`src/rtl/jt12_lfo_dec_pkg.sv`:
```
// rtl/jt12_lfo_dec_pkg.sv - shared widths, PMS depth table, AMS encodings and decode helpers
package jt12_lfo_dec_pkg;

   localparam int JT12_FNUM_W  = 11;
   localparam int JT12_AM_W    = 9;
   localparam int JT12_LFO_W   = 7;
   localparam int JT12_PROD_W  = 10;
   localparam int JT12_DEPTH_W = 5;
   localparam int JT12_DELTA_W = 9;

   // PM depth multiplier indexed by pms
   localparam logic [JT12_DEPTH_W-1:0] PMS_DEPTH [8] =
      '{5'd0, 5'd1, 5'd2, 5'd3, 5'd4, 5'd6, 5'd8, 5'd16};

   typedef enum logic [1:0] {
      AMS_OFF  = 2'd0,
      AMS_SHR3 = 2'd1,
      AMS_SHL1 = 2'd2,
      AMS_SHL2 = 2'd3
   } ams_e;

   function automatic logic [2:0] pm_step(input logic [4:0] pm_idx);
      return pm_idx[3] ? ~pm_idx[2:0] : pm_idx[2:0];
   endfunction

   function automatic logic [JT12_AM_W-1:0] am_scale(input logic [5:0] am6, input logic [1:0] ams);
      logic [JT12_AM_W-1:0] wide;
      logic [JT12_AM_W-1:0] res;
      wide = {3'b000, am6};
      case (ams_e'(ams))
         AMS_SHR3: res = wide >> 3;
         AMS_SHL1: res = wide << 1;
         AMS_SHL2: res = wide << 2;
         default:  res = '0;
      endcase
      return res;
   endfunction

endpackage

```
`src/rtl/jt12_lfo_dec_if.sv`:
```
// rtl/jt12_lfo_dec_if.sv - slot stream and LFO control bundle for the LFO decoder
interface jt12_lfo_dec_if;
   import jt12_lfo_dec_pkg::*;

   logic                   zero;
   logic                   lfo_en;
   logic [JT12_LFO_W-1:0]  lfo_mod;
   logic                   in_valid;
   logic [JT12_FNUM_W-1:0] fnum;
   logic [2:0]             pms;
   logic [1:0]             ams;
   logic                   out_valid;
   logic [JT12_FNUM_W-1:0] fnum_mod;
   logic [JT12_AM_W-1:0]   am_att;

   modport master (
      output zero, lfo_en, lfo_mod, in_valid, fnum, pms, ams,
      input  out_valid, fnum_mod, am_att
   );

   modport slave (
      input  zero, lfo_en, lfo_mod, in_valid, fnum, pms, ams,
      output out_valid, fnum_mod, am_att
   );

endinterface

```
`src/rtl/jt12_lfo_pm_mul.sv`:
```
// rtl/jt12_lfo_pm_mul.sv - PM stages S2/S3: fnum x step product, depth scaling, add/sub and clamp
module jt12_lfo_pm_mul
   import jt12_lfo_dec_pkg::*;
(
   input  logic                    clk,
   input  logic                    rst,
   input  logic                    in_valid,
   input  logic                    en,
   input  logic                    sign,
   input  logic [2:0]              step,
   input  logic [JT12_DEPTH_W-1:0] depth,
   input  logic [JT12_FNUM_W-1:0]  fnum,
   output logic                    s2_valid,
   output logic                    out_valid,
   output logic [JT12_FNUM_W-1:0]  fnum_mod
);

   localparam int SCALED_W = 14;

   logic                    s2_valid_q, s2_valid_d;
   logic                    s2_en_q, s2_en_d;
   logic                    s2_sign_q, s2_sign_d;
   logic [JT12_DEPTH_W-1:0] s2_depth_q, s2_depth_d;
   logic [JT12_FNUM_W-1:0]  s2_fnum_q, s2_fnum_d;
   logic [JT12_PROD_W-1:0]  s2_prod_q, s2_prod_d;
   logic                    out_valid_q, out_valid_d;
   logic [JT12_FNUM_W-1:0]  fnum_mod_q, fnum_mod_d;

   logic [SCALED_W-1:0]     scaled;
   logic [JT12_DELTA_W-1:0] delta;
   logic [4:0]              unused_frac;
   logic signed [12:0]      wide_fnum;
   logic signed [12:0]      wide_delta;
   logic signed [12:0]      res;
   logic [JT12_FNUM_W-1:0]  clamped;

   always_ff @(posedge clk) begin
      if (rst) begin
         s2_valid_q  <= 1'b0;
         s2_en_q     <= 1'b0;
         s2_sign_q   <= 1'b0;
         s2_depth_q  <= '0;
         s2_fnum_q   <= '0;
         s2_prod_q   <= '0;
         out_valid_q <= 1'b0;
         fnum_mod_q  <= '0;
      end else begin
         s2_valid_q  <= s2_valid_d;
         s2_en_q     <= s2_en_d;
         s2_sign_q   <= s2_sign_d;
         s2_depth_q  <= s2_depth_d;
         s2_fnum_q   <= s2_fnum_d;
         s2_prod_q   <= s2_prod_d;
         out_valid_q <= out_valid_d;
         fnum_mod_q  <= fnum_mod_d;
      end
   end

   always_comb begin
      s2_valid_d = in_valid;
      s2_en_d    = en;
      s2_sign_d  = sign;
      s2_depth_d = depth;
      s2_fnum_d  = fnum;
      // Largest product is 127 x 7 = 889, fits the 10-bit register
      s2_prod_d  = {3'b000, fnum[10:4]} * {7'b0000000, step};
   end

   always_comb begin
      // 889 x 16 = 14224 fits in 14 bits; the low 5 bits are the discarded fraction
      scaled               = {4'b0000, s2_prod_q} * {9'b000000000, s2_depth_q};
      {delta, unused_frac} = scaled;
      if (!s2_en_q) begin
         delta = '0;
      end
      wide_fnum  = $signed({2'b00, s2_fnum_q});
      wide_delta = $signed({4'b0000, delta});
      res        = s2_sign_q ? (wide_fnum - wide_delta) : (wide_fnum + wide_delta);
      if (res < 13'sd0) begin
         clamped = '0;
      end else if (res > 13'sd2047) begin
         clamped = '1;
      end else begin
         clamped = res[10:0];
      end
      out_valid_d = s2_valid_q;
      fnum_mod_d  = s2_valid_q ? clamped : '0;
   end

   assign s2_valid  = s2_valid_q;
   assign out_valid = out_valid_q;
   assign fnum_mod  = fnum_mod_q;

endmodule

```
`src/rtl/jt12_lfo_dec.sv`:
```
// rtl/jt12_lfo_dec.sv - LFO modulation decoder: sweep latch, S1 decode, inline AM path, PM sub-pipeline
module jt12_lfo_dec
   import jt12_lfo_dec_pkg::*;
(
   input  logic          clk,
   input  logic          rst,
   jt12_lfo_dec_if.slave bus
);

   logic [JT12_LFO_W-1:0]   lfo_lat_q, lfo_lat_d;
   logic                    s1_valid_q, s1_valid_d;
   logic                    s1_en_q, s1_en_d;
   logic [JT12_FNUM_W-1:0]  s1_fnum_q, s1_fnum_d;
   logic                    s1_sign_q, s1_sign_d;
   logic [2:0]              s1_step_q, s1_step_d;
   logic [JT12_DEPTH_W-1:0] s1_depth_q, s1_depth_d;
   logic [JT12_AM_W-1:0]    s1_am_q, s1_am_d;
   logic [JT12_AM_W-1:0]    s2_am_q, s2_am_d;
   logic [JT12_AM_W-1:0]    am_att_q, am_att_d;

   logic [4:0]              pm_idx;
   logic [5:0]              am6;
   logic                    s2_valid;
   logic                    pm_out_valid;
   logic [JT12_FNUM_W-1:0]  pm_fnum_mod;

   always_ff @(posedge clk) begin
      if (rst) begin
         lfo_lat_q  <= '0;
         s1_valid_q <= 1'b0;
         s1_en_q    <= 1'b0;
         s1_fnum_q  <= '0;
         s1_sign_q  <= 1'b0;
         s1_step_q  <= '0;
         s1_depth_q <= '0;
         s1_am_q    <= '0;
         s2_am_q    <= '0;
         am_att_q   <= '0;
      end else begin
         lfo_lat_q  <= lfo_lat_d;
         s1_valid_q <= s1_valid_d;
         s1_en_q    <= s1_en_d;
         s1_fnum_q  <= s1_fnum_d;
         s1_sign_q  <= s1_sign_d;
         s1_step_q  <= s1_step_d;
         s1_depth_q <= s1_depth_d;
         s1_am_q    <= s1_am_d;
         s2_am_q    <= s2_am_d;
         am_att_q   <= am_att_d;
      end
   end

   // Slots decode from the registered latch, so a slot coincident with zero sees the old value
   always_comb begin
      lfo_lat_d = lfo_lat_q;
      if (!bus.lfo_en) begin
         lfo_lat_d = '0;
      end else if (bus.zero) begin
         lfo_lat_d = bus.lfo_mod;
      end
      pm_idx = lfo_lat_q[6:2];
      am6    = lfo_lat_q[6] ? lfo_lat_q[5:0] : ~lfo_lat_q[5:0];
   end

   always_comb begin
      s1_valid_d = bus.in_valid;
      s1_en_d    = bus.lfo_en;
      s1_fnum_d  = bus.fnum;
      s1_sign_d  = pm_idx[4];
      s1_step_d  = pm_step(pm_idx);
      s1_depth_d = PMS_DEPTH[bus.pms];
      s1_am_d    = am_scale(am6, bus.ams);
   end

   always_comb begin
      s2_am_d  = s1_en_q ? s1_am_q : '0;
      am_att_d = s2_valid ? s2_am_q : '0;
   end

   jt12_lfo_pm_mul u_pm_mul (
      .clk       (clk),
      .rst       (rst),
      .in_valid  (s1_valid_q),
      .en        (s1_en_q),
      .sign      (s1_sign_q),
      .step      (s1_step_q),
      .depth     (s1_depth_q),
      .fnum      (s1_fnum_q),
      .s2_valid  (s2_valid),
      .out_valid (pm_out_valid),
      .fnum_mod  (pm_fnum_mod)
   );

   assign bus.out_valid = pm_out_valid;
   assign bus.fnum_mod  = pm_fnum_mod;
   assign bus.am_att    = am_att_q;

endmodule
```
`src/flat_wrapper.sv`:
```
// flat-port wrapper written by rule: the top's interface ports become plain ports
module jt12_lfo_dec_flat import jt12_lfo_dec_pkg::*;
  (clk, rst, bus_zero, bus_lfo_en, bus_lfo_mod, bus_in_valid, bus_fnum, bus_pms, bus_ams, bus_out_valid, bus_fnum_mod, bus_am_att);
  jt12_lfo_dec_if bus_i ();
  input  logic clk;
  input  logic rst;
  input wire logic [$bits(bus_i.zero)-1:0] bus_zero;
  input wire logic [$bits(bus_i.lfo_en)-1:0] bus_lfo_en;
  input wire logic [$bits(bus_i.lfo_mod)-1:0] bus_lfo_mod;
  input wire logic [$bits(bus_i.in_valid)-1:0] bus_in_valid;
  input wire logic [$bits(bus_i.fnum)-1:0] bus_fnum;
  input wire logic [$bits(bus_i.pms)-1:0] bus_pms;
  input wire logic [$bits(bus_i.ams)-1:0] bus_ams;
  output wire logic [$bits(bus_i.out_valid)-1:0] bus_out_valid;
  output wire logic [$bits(bus_i.fnum_mod)-1:0] bus_fnum_mod;
  output wire logic [$bits(bus_i.am_att)-1:0] bus_am_att;
  assign bus_i.zero = bus_zero;
  assign bus_i.lfo_en = bus_lfo_en;
  assign bus_i.lfo_mod = bus_lfo_mod;
  assign bus_i.in_valid = bus_in_valid;
  assign bus_i.fnum = bus_fnum;
  assign bus_i.pms = bus_pms;
  assign bus_i.ams = bus_ams;
  assign bus_out_valid = bus_i.out_valid;
  assign bus_fnum_mod = bus_i.fnum_mod;
  assign bus_am_att = bus_i.am_att;
  jt12_lfo_dec u_core (.clk(clk), .rst(rst), .bus(bus_i));
endmodule
```
`config.mk`:
```
export PLATFORM = sky130hd
export DESIGN_NAME = jt12_lfo_dec_flat
export DESIGN_NICKNAME = d
export VERILOG_FILES = /design/src/rtl/jt12_lfo_dec_pkg.sv /design/src/rtl/jt12_lfo_dec_if.sv /design/src/rtl/jt12_lfo_pm_mul.sv /design/src/rtl/jt12_lfo_dec.sv /design/src/flat_wrapper.sv
export SDC_FILE = /design/constraint.sdc
export NUM_CORES = 1
export LEC_CHECK = 0
export ABC_AREA = 0
export BUFFER_PORTS_ARGS = -buffer_cell sky130_fd_sc_hd__buf_2
export CORE_UTILIZATION = 40
export CTS_CLUSTER_SIZE = 20
export DETAILED_ROUTE_END_ITERATION = 12
export PLACE_DENSITY = 0.65
export SYNTH_ARGS = -nofsm -noshare
export SYNTH_HDL_FRONTEND = slang
export SYNTH_SLANG_ARGS = --single-unit
```
`constraint.sdc`:
```
create_clock -name clk -period 10 [get_ports clk]
set_input_delay 0.5 -clock clk [delete_from_list [all_inputs] [get_ports clk]]
set_output_delay 0.5 -clock clk [all_outputs]
set_load 0.1 [all_outputs]
```
==> results of run 1 <==
-- cells by family (layout without fill, tap and decap cells) --
group	after synthesis	after routing	synth area share
other	1	1	0.000651
adders and majority gates	83	83	0.219
DFF	94	94	0.327
xor gates and xnor gates	32	32	0.0486
buffers and inverters	71	120	0.0482
and+or+nand+nor	248	248	0.235
muxes	14	14	0.0243
AOI/OAI and AO/OA	76	76	0.0973
-- sequential cells by signal, indices dropped and copies added (netlist names) --
register / flops
u_core.u_pm_mul.s2_sign_q: 1
u_core.u_pm_mul.s2_prod_q: 10
u_core.u_pm_mul.s2_en_q: 1
u_core.s2_am_q: 8
u_core.u_pm_mul.fnum_mod: 11
u_core.s1_fnum_q: 11
u_core.u_pm_mul.s2_valid: 1
u_core.u_pm_mul.out_valid: 1
u_core.s1_step_q: 3
u_core.u_pm_mul.s2_fnum_q: 11
u_core.lfo_lat_q: 7
u_core.u_pm_mul.s2_depth_q: 5
u_core.s1_en_q: 1
u_core.s1_valid_q: 1
u_core.s1_am_q: 8
u_core.s1_depth_q: 5
u_core.s1_sign_q: 1
u_core.bus.am_att: 8
-- worst min path at each step --
stage,to,slack [ns],cells past startpoint
2_1_floorplan,u_core.bus.am_att[0],0.41,1
3_3_place_gp,u_core.bus.am_att[5],0.41,1
3_5_place_dp,u_core.s2_am_q[4],0.41,1
4_1_cts,u_core.s1_depth_q[3],0.32,2
5_1_grt,u_core.s1_depth_q[3],0.33,2
6_report,u_core.s1_depth_q[3],0.34,2
-- cell usage in the layout, fill, tap and decap left out, types with 8 or more instances in the layout --
| cell | Yosys | layout |
|---|---|---|
| a21oi_1 | 17 | 17 |
| and2_1 | 61 | 61 |
| buf_2 | 0 | 47 |
| clkbuf_16 | 0 | 9 |
| dfxtp_1 | 94 | 94 |
| fa_1 | 30 | 30 |
| ha_1 | 53 | 53 |
| inv_1 | 56 | 56 |
| mux2i_1 | 14 | 14 |
| nand2_1 | 47 | 47 |
| nor2_1 | 44 | 44 |
| nor2b_1 | 48 | 48 |
| nor3_1 | 12 | 12 |
| o21ai_0 | 14 | 14 |
| xnor2_1 | 24 | 24 |
| xor2_1 | 8 | 8 |
-- per-layer routing --
layer | up-vias | track usage | routed length [µm]
li1 | 2121 | - | -
met1 | 1960 | 0.205 | 5100
met2 | 65 | 0.269 | 5220
met3 | 12 | 0.0370 | 427
met4 | 0 | 0.0633 | 178
met5 | - | 0 | 0
-- layout make-up --
class | instances | area (µm²) | share of cell area
multi-input cells | 454 | 3600 | 0.557
flip-flops and latches | 94 | 1880 | 0.291
repair buffers | 48 | 243 | 0.0375
clock buffers | 10 | 229 | 0.0354
well taps | 180 | 225 | 0.0348
inverters | 56 | 210 | 0.0325
clock inverters | 6 | 75.1 | 0.0116
-- power by group --
group | internal [mW] | switching, mW | leakage [nW]
sequential | 0.386 | 0.00995 | 0.767
clock | 0.198 | 0.155 | 0.146
combinational | 0.0247 | 0.0326 | 2.16
-- metrics by stage --
stage	cell area, µm²	hold slack, ns	util	instances
floorplan	5760	0.406	-	619
global placement	6160	0.412	0.441	832
detailed placement	6160	0.410	0.441	832
CTS	6470	0.322	0.462	848
global route	6470	0.334	0.462	848
finish	6470	0.337	0.462	848
==> results.cfg, run 1 <==
[run_status]
status = completed

[setup_path]
critical_path_depth = 20
crit_slowest_cell = fa_1
worst-r2r-setup-slack_ns = 4.23
crit_path_end_kind = flip-flop
cpLargestDelayFamily = adder cells
reg2reg_depth = 20
critPathMaxFanout = 10
crit_chain = and2_1 > fa_1 > fa_1 > inv_1 > fa_1 > inv_1 > ha_1 > nand4_1 > o211ai_4 > o41a_4 > a221oi_2 > xnor2_1 > nand2_1 > ha_1 > a21oi_1 > inv_1 > a221oi_1 > nand2_1 > o31ai_4 > a211oi_1
arrival_ns = 5.98
crit_type = flip-flop to flip-flop
rr_endpoint = u_core.u_pm_mul.fnum_mod[7]
endpoint = u_core.u_pm_mul.fnum_mod[7]
cp-start-kind = flip-flop
critPathLaunch = u_core.u_pm_mul.s2_depth_q[3]
rr_startpoint = u_core.u_pm_mul.s2_depth_q[3]
max_stage_delay_ns = 0.55
crit_required_ns = 10.22
cp_num_buf_inv = 3

[logic_synthesis]
synth_cell_types = 62
synth.top_cell.area_share = 0.327
synth_top_area_cell = dfxtp_1
postSynthAreaPerCell_um2 = 9.31
syn_nets = 730
synth_flop_cell = dfxtp_1
syn_inst = 619
async_reset_ff_frac = 0
yosys-top-cells-count = dfxtp_1 (94), and2_1 (61), inv_1 (56), ha_1 (53), nor2b_1 (48)
synth.most_common_cell = dfxtp_1
ys_warn_count = 0
ys_seq_area_frac = 0.327
synth_seq_cells = 94
synth_top_cells_by_area = dfxtp_1 (33%), ha_1 (12%), fa_1 (10%), and2_1 (6.6%), nor2b_1 (5.2%)
synth_edf_count = 0
synth_area_um2 = 5760

[route]
wl_um = 10900
post_drt_wl_per_cell_um = 12.9
drc = 0
drtPass1Iterations = 4
vias = 4158
drt_iter0_markers = 156
routed_via_density = 4.90
ant_nets = 0

[flow_run]
drv_cap = 0

[die]
fp.dieArea_um2 = 14900
io_pins = 49
fp.dieW_um = 122
start_util = 0.412
die_height_um = 122
core_area_um2 = 14000
num_rows = 43

[power_and_ir_drop]
irDropWorstVdd_v = 0.0000954
p_per_area_nw_per_um2 = 125
p_leak_nw = 3.08
power.total_uw = 806

[timing]
final.setup_skew_ns = 0.00855
worst_pin_slew_ns = 0.951
min_period_over_period = 0.577
maxSlewHeadroom = 0.364
slew_violations = 0
hold_viol_final = 0
finalSetupTns_ns = 0
fin_ws_ns = 4.23
rsz0062_at_grt = false
fin_crit_ns = 5.77
setup_viol = 0
fmax_ghz = 0.173

[placed_design]
dpl.hpwl_um = 8610
portBuffers = 47
pre_cts_slack_ns = 4.24
place.gp.congestion = 0.866

[worst_hold_path]
hold_path_startpoint = bus_pms[0]
holdCritPathClass = input port to flip-flop

[cells_and_area]
layout-drive-gt1-share = 0.112
diodes = 0
fillers = 1384
nets = 774
area_delta_synth_final_pct = 12.2

[clock_network]
post_cts_buffers = 0
cts.sinks = 94
cts_buffer_depth = 2
htree_levels = 3
cts_hold_buffers = 0
cts_resized = 0
clock-root-buffer = clkbuf_16
cts_tree = yes
cts_buffers = 9
clk_pin_slew_ns = 0.07
clock_latency_ns = 0.35

[global_routing]
grt_start_max_net_pins = 52
grt-ovfl-total = 0
grt_use_total = 0.163
antenna_found_initial = 0
grt_pass1_wl_um = 18800
grt_pass1_vias = 4066
Power figures use the tool's default switching activity.
==> run 2: changes to the inputs <==
- clock period: 10 -> 5.7 ns (I/O delays scaled with it)
==> run 2 against run 1 <==
Largest power group unchanged. Sequential power grew 76%. Die area is the same. Combinational power up 82%. Register-to-register slack worse by 4.0 ns. Worst hold slack got worse by 0.22 ns. Final cell count grew 0.24%. Clock power grew 77%. Final area increased by 1.4%. Critical path depth is 1 higher. Sequential cell count stayed put.
==> results.cfg, run 2 (same netlist as run 1, synthesis figures left out) <==
[run_status]
status = completed

[route]
wl_met2_um = 5510
drt-met1-wl_um = 4990
vias = 4168
ant_nets = 0
drt_iter0_markers = 155
top_layer = met4
route.met3.wl_um = 363
routed_via_density = 4.90
post_drt_wl_per_cell_um = 13.1
drc = 0
drtPass1Iterations = 4
wl_um = 11100

[die]
core_area_um2 = 14000
fp.dieW_um = 122
num_rows = 43
io_pins = 49
start_util = 0.412
fp.dieArea_um2 = 14900
die_height_um = 122

[clock_network]
cts.sinks = 94
clk_pin_slew_ns = 0.07
cts_buffers = 9
cts_hold_buffers = 0
clock_latency_ns = 0.35
htree_levels = 3
cts_tree = yes
clock-root-buffer = clkbuf_16
cts_buffer_depth = 2

[timing]
worst_pin_slew_ns = 0.946
final.setup_skew_ns = 0.00632
fmax_ghz = 0.184
fin_hold_ws_ns = 0.118
hold_viol_final = 0
slew_violations = 0
rsz0062_at_grt = false
setup_viol = 0
finalSetupTns_ns = 0
maxSlewHeadroom = 0.368
fin_ws_ns = 0.251
fin_crit_ns = 5.45
min_period_over_period = 0.956

[power_and_ir_drop]
irDropWorstVdd_v = 0.000170
p_leak_nw = 3.12
power.total_mw = 1.43
p_per_area_nw_per_um2 = 217

[setup_path]
crit_required_ns = 5.92
reg2reg_depth = 21
crit_type = flip-flop to flip-flop
arrival_ns = 5.67
crit_path_end_kind = flip-flop
critPathMaxFanout = 10
cp-start-kind = flip-flop

[global_routing]
antenna_found_initial = 0
grt-ovfl-total = 0
grt_pass1_wl_um = 18400
grt_use_total = 0.160
grt_start_max_net_pins = 52
grt_pass1_vias = 4090

[placed_design]
place.gp.congestion = 0.869
portBuffers = 47
pre_cts_slack_ns = 0.0189
dpl.hpwl_um = 8640

[cells_and_area]
utilization = 0.469
mostFrequentLayoutCell = dfxtp_1
fillers = 1342
diodes = 0
layout-drive-gt1-share = 0.130
area_delta_synth_final_pct = 13.8
layout_common_cells = dfxtp_1 (91), and2_1 (61), inv_1 (56)
nets = 776

[worst_hold_path]
holdPathStages = 2
holdCritPathClass = input port to flip-flop

[flow_run]
drv_cap = 0
-- run 2: critical path: stages, from the launching register on --
cell	delay [ns]
dfxtp_2	0.41
and2_1	0.19
fa_1	0.45
fa_1	0.54
inv_1	0.05
fa_1	0.52
inv_1	0.04
ha_1	0.33
nand4_1	0.16
o211ai_4	0.11
o41a_4	0.41
a221oi_2	0.28
xnor2_1	0.17
nand2_1	0.14
ha_4	0.27
a21oi_2	0.17
inv_1	0.07
a221oi_2	0.33
nand2_1	0.16
o31ai_4	0.31
buf_12	0.16
a211oi_1	0.04
-- run 2: per-stage QoR --
step / std cells / area (µm²)
finish: 850 / 6560
global route: 850 / 6560
CTS: 850 / 6510
detailed placement: 833 / 6170
global placement: 833 / 6170
floorplan: 619 / 5760
-- run 2: worst paths after layout --
kind | startpoint | to | slack [ns]
hold / removal | bus_pms[0] | u_core.s1_depth_q[3] | 0.12
setup reg to reg | u_core.u_pm_mul.s2_depth_q[3] | u_core.u_pm_mul.fnum_mod[7] | 0.25
setup / recovery | u_core.u_pm_mul.s2_depth_q[3] | u_core.u_pm_mul.fnum_mod[7] | 0.25
hold reg to reg | u_core.s1_am_q[4] | u_core.s2_am_q[4] | 0.42
-- run 2: what timing repair did --
item | in CTS | in global routing
hold endpoints to repair | 0 | 0
buffers inserted | 1 | 0
gates resized for setup | 1 | 10
cloned | 0 | 0
setup endpoints to repair | 5 | 11
pin swaps | 1 | 0
-- run 2: cell type report --
type,instances,area (µm²),share of cell area
Timing Repair Buffer,50,270,0.0412
Tap cell,180,225,0.0343
Inverter,56,210,0.0320
Clock inverter,6,76.3,0.0116
Multi-Input combinational cell,454,3650,0.557
Clock buffer,10,239,0.0364
Sequential cell,94,1890,0.287
-- run 2: power by group --
part | total, mW | leakage (nW) | internal (mW) | switching (mW)
logic | 0.104 | 2.19 | 0.0454 | 0.0585
registers | 0.694 | 0.769 | 0.677 | 0.0175
clock network | 0.628 | 0.156 | 0.360 | 0.268
total | 1.43 | 3.12 | 1.08 | 0.344
-- run 2: layer usage --
layer	vias up	track usage
li1	2114	-
met1	1968	0.189
met2	67	0.273
met3	19	0.0309
met4	0	0.0826
met5	-	0
